## src/rtl/pwls_output_mixer.sv

```systemverilog
// rtl/pwls_output_mixer.sv - per-frame channel mixer with saturating master shift and delta-sigma output
// Sums one sample per channel per frame, flags duplicate/missing channels, and drives a 1-bit modulator.
module pwls_output_mixer #(
   parameter int BITS         = 12,
   parameter int NUM_CHANNELS = 4,
   parameter int CH_BITS      = 2
) (
   input  logic                clk,
   input  logic                rst_n,
   input  logic [BITS-1:0]     sample_in,
   input  logic                sample_valid,
   input  logic [CH_BITS-1:0]  sample_channel,
   input  logic                sample_last,
   input  logic [CH_BITS:0]    master_shift,
   output logic [BITS-1:0]     out_sample,
   output logic                frame_strobe,
   output logic                pdm_out,
   output logic                overrun,
   output logic                underrun,
   input  logic                clear_flags
);

   localparam int AW = BITS + CH_BITS;
   localparam logic signed [AW-1:0] SAT_HI = AW'((1 << (BITS - 1)) - 1);
   localparam logic signed [AW-1:0] SAT_LO = ~SAT_HI;

   logic signed [AW-1:0]       acc;
   logic [NUM_CHANNELS-1:0]    rx;
   logic [BITS-1:0]            ds;

   logic [NUM_CHANNELS-1:0]    ch_bit;
   logic [NUM_CHANNELS-1:0]    rx_all;
   logic                       dup;
   logic                       accept;
   logic                       commit;
   logic signed [AW-1:0]       sample_ext;
   logic signed [AW-1:0]       acc_next;
   logic [CH_BITS:0]           sh_eff;
   logic signed [AW-1:0]       scaled;
   logic signed [AW-1:0]       sat;
   logic [BITS:0]              ds_sum;

   always_comb begin
      ch_bit     = NUM_CHANNELS'(1) << sample_channel;
      rx_all     = rx | ch_bit;
      dup        = rx[sample_channel];
      accept     = sample_valid & ~dup;
      commit     = sample_valid & sample_last;
      sample_ext = {{CH_BITS{sample_in[BITS-1]}}, sample_in};
      acc_next   = accept ? (acc + sample_ext) : acc;
      sh_eff     = (master_shift > (CH_BITS+1)'(CH_BITS)) ? (CH_BITS+1)'(CH_BITS) : master_shift;
      scaled     = acc_next >>> sh_eff;
      if (scaled > SAT_HI) begin
         sat = SAT_HI;
      end else if (scaled < SAT_LO) begin
         sat = SAT_LO;
      end else begin
         sat = scaled;
      end
      // Offset-binary view of the held sample: flipping the sign bit maps -2^(BITS-1) to 0.
      ds_sum = {1'b0, ds} + {1'b0, ~out_sample[BITS-1], out_sample[BITS-2:0]};
   end

   always_ff @(posedge clk) begin
      if (!rst_n) begin
         acc          <= '0;
         rx           <= '0;
         ds           <= '0;
         out_sample   <= '0;
         frame_strobe <= 1'b0;
         pdm_out      <= 1'b0;
         overrun      <= 1'b0;
         underrun     <= 1'b0;
      end else begin
         frame_strobe <= commit;
         if (commit) begin
            out_sample <= sat[BITS-1:0];
            acc        <= '0;
            rx         <= '0;
         end else if (accept) begin
            acc <= acc_next;
            rx  <= rx_all;
         end

         if (sample_valid && dup) begin
            overrun <= 1'b1;
         end else if (clear_flags) begin
            overrun <= 1'b0;
         end

         if (commit && !(&rx_all)) begin
            underrun <= 1'b1;
         end else if (clear_flags) begin
            underrun <= 1'b0;
         end

         ds      <= ds_sum[BITS-1:0];
         pdm_out <= ds_sum[BITS];
      end
   end

endmodule

```

## config.mk

```make
export PLATFORM = sky130hd
export DESIGN_NAME = pwls_output_mixer
export DESIGN_NICKNAME = d
export VERILOG_FILES = /design/src/rtl/pwls_output_mixer.sv
export SDC_FILE = /design/constraint.sdc
export NUM_CORES = 1
export LEC_CHECK = 0
export CAP_MARGIN = 0
export CORE_MARGIN = 10
export CORE_UTILIZATION = 56
export CTS_BUF_LIST = sky130_fd_sc_hd__clkbuf_16
export DETAILED_ROUTE_END_ITERATION = 8
export GPL_ROUTABILITY_DRIVEN = 0
export GPL_TIMING_DRIVEN = 0
export PLACE_DENSITY = 0.79
export SKIP_CTS_REPAIR_TIMING = 1
export SYNTH_ARGS = -nofsm -noshare
export SYNTH_HDL_FRONTEND = slang
export SYNTH_SLANG_ARGS = --single-unit
```

## constraint.sdc

```tcl
create_clock -name clk -period 3.6 [get_ports clk]
set_input_delay 0.72 -clock clk [delete_from_list [all_inputs] [get_ports clk]]
set_output_delay 0.72 -clock clk [all_outputs]
set_load 0.02 [all_outputs]
```

==> reports/qor.txt <==
synth cell count leaders - 46 x dfxtp_1, 46 x nor2_1, 30 x nand2_1, 25 x a21oi_1, 25 x ha_1
largest net degree at the start of global routing - 14
Flop pwr share - 0.400
minimum clock period - 3.52 ns
Synth Net Count - 390
FP Rows - 26
Mapped Area - 2930 um2
Worst Hold End - underrun
# port buffers - 35
met3 usage in global routing - 0.0395
synth warn - 0
CP Class - in2reg
switching share of power - 0.313
post-synthesis sequential area ratio - 0.314
distinct cell type count after synthesis - 52
Die Span Y - 92.4 um
unrepaired setup endpoints after global routing - no
Max Cap Viol - 0
First-pass DRT Iterations - 4
WL final - 6640 um
TritonCTS clock tree - yes
pwr/cell area - 404 nW/um2
crit path max fanout - 5
DRC errors left - 0
status - complete, no violations
FF-to-FF path depth - 11
fin cells - 456
Area contributors post-synth - dfxtp_1 31%, ha_1 11%, mux2i_1 6.5%, nor2_1 5.9%, a21oi_1 4.3%
global-route wire length before repair - 10,800 um
slowest CP cell - o41ai_4
Logic pwr share - 0.297
Syn Area/Cell - 8.60 um2
Root Buffer - clkbuf_16
antenna violations before repair - 0
CTS H-tree lvls - 2
count of pins over their slew limit - 0
post-synth top area cell - dfxtp_1
Slowest Stage Delay on Critical Path - 0.41 ns
clk_skew - 0.00644 ns
post-DP HPWL - 5070 um
Initial Utilization - 0.574
GR peak layer - met2
Hold Fails Final Rpt - 0
Switch Pwr - 0.000452 W
Final Cycle Share - 0.977
Die W - 92.4 um
HP Class - reg2reg
Die ar. - 8530 um2
Worst R2R Start - acc[0]
GR met1 Demand/Resource - 0.179
hold depth - 2
Clock Tree Buf Depth - 2
ys flop type - dfxtp_1
area of the core - 5110 um2
Worst R2R End - out_sample[5]
Worst-path clk slew - 0.06 ns
top cell type's share of synthesized area - 0.314
Clock Sink Count - 46
Worst EP required - 3.77 ns
measured slew at the worst slew-check pin - 0.491 ns
leak pwr - 1.57 nW
Worst EP arrival - 3.69 ns
total congestion overflow - 0
total I/O pin count - 38
CP Cell Sequence - clkdlybuf4s50_1 -> ha_1 -> fa_2 -> a211oi_2 -> nor2_1 -> o41ai_2 -> o21ai_0 -> mux2i_1 -> a21oi_1 -> o41ai_4 -> buf_4 -> o211ai_2
Synth Register Bits - 46
Slew HR - 0.673
Register Area - 921 um2
ys async rst share - 0
Initial DRC Count - 127
Critical Path Start Type - input pin
vias in the first global route - 2,458
mean number of vias per cell - 5.61
layout overhead on the synthesized area - 21.9%
WL/cell - 14.6 um
Pint - 0.000992 W
number of synthesized flops with an enable pin - 0
crit path capture type - flip-flop
reg2reg setup slack - 0.63 ns
clock power share - 0.303
Worst Hold Slack - 0.475 ns
instance count of the mapped netlist - 341
HP Start - underrun
share of cells above drive strength 1 - 0.109
Cells after DPL - 446
Layout fillers - 454
Max IR drop VDD - 245 uV
Num CTS Buffers - 5
Setup violations, final - 0
footprint of the multi-input gates - 1920 um2
met2 Track Usage GR - 0.255
FMAX - 284 MHz
clk_lat worst skew - 0.28 ns
Diodes inserted - 0
vias after detailed routing - 2,557
total track usage - 0.149
post-route antenna net violation count - 0
fin nets - 434
## final cells by class
type | count | share of cell area
timing repair buffer | 37 | 0.102
tap | 70 | 0.0245
buffer | 14 | 0.0217
sequential | 46 | 0.258
clock buffer | 5 | 0.0350
inverter | 17 | 0.0178
clock inverter | 3 | 0.00350
multi-input combinational | 264 | 0.538
## power groups by stage
| stage | Sequential, W | Combinational (W) | Clock [W] |
|---|---|---|---|
| detailed placement | 0.000589 | 0.000412 | 0 |
| finish | 0.000578 | 0.000428 | 0.000437 |
| global placement | 0.000587 | 0.000401 | 0 |
| floorplan | 0.000597 | 0.000285 | 0 |
| CTS | 0.000578 | 0.000414 | 0.000444 |
| global route | 0.000583 | 0.000474 | 0.000465 |
## worst max-delay path: cells and delay by family
family,cells,cell delay (ns)
AOI/OAI and AO/OA,6,1.34
adders and majority gates,2,0.64
buffers and inverters,2,0.63
muxes,1,0.24
and+or+nand+nor,1,0.11
## routing by layer
metal,vias to the layer above,share of wire
met5,-,0
met3,6,0.055
met1,1178,0.46
met2,59,0.48
li1,1314,-
met4,0,0.0060
## per-stage QoR
step | TNS, ns | setup WS [ns] | total power (W) | utilization | cell area [um2]
after floorplan | 0 | 0.514 | 0.000883 | - | 2930
after global placement | -4.08 | -0.402 | 0.000988 | 0.660 | 3370
after detailed placement | -4.38 | -0.422 | 0.00100 | 0.660 | 3370
after CTS | -1.69 | -0.189 | 0.00144 | 0.687 | 3510
after global routing | 0 | 0.0124 | 0.00152 | 0.700 | 3580
final | 0 | 0.0843 | 0.00144 | 0.700 | 3580
## kinds of logic after synthesis
group                      synth area share
AOI/OAI and AO/OA                     0.227
xor gates and xnor gates             0.0448
adders and majority gates             0.120
buffers and inverters                0.0469
DFF                                   0.314
muxes                                0.0763
and+or+nand+nor                       0.171
## state kept, by name (all words and copies together) (netlist names)
| signal | cells |
|---|---|
| rx | 4 |
| underrun | 1 |
| overrun | 1 |
| ds | 12 |
| out_sample | 12 |
| frame_strobe | 1 |
| acc | 14 |
| pdm_out | 1 |
## placed cells by master (no fill, tap or decap), drive strengths merged, types with 4 or more instances in the layout
cell,instances
nor2,46
dfxtp,46
clkdlybuf4s50,35
nand2,30
a21oi,25
ha,25
mux2i,19
inv,18
o21ai,16
o211ai,16
clkbuf,14
xnor2,9
a21o,8
a31oi,7
nand3,6
xor2,6
buf,6
nor3,5
nand2b,5
a211oi,5
and2,4
## worst max path at each step
stage / from / to / slack, ns / cells after the start
floorplan: sample_in[0] / out_sample[9] / 0.51 / 11
global placement: sample_in[0] / out_sample[9] / -0.40 / 12
detailed placement: sample_in[0] / out_sample[9] / -0.42 / 12
CTS: sample_in[0] / out_sample[9] / -0.19 / 12
global route: sample_in[0] / out_sample[5] / 0.01 / 12
finish: sample_in[0] / out_sample[5] / 0.08 / 12
(Power assumes the default switching activity.)
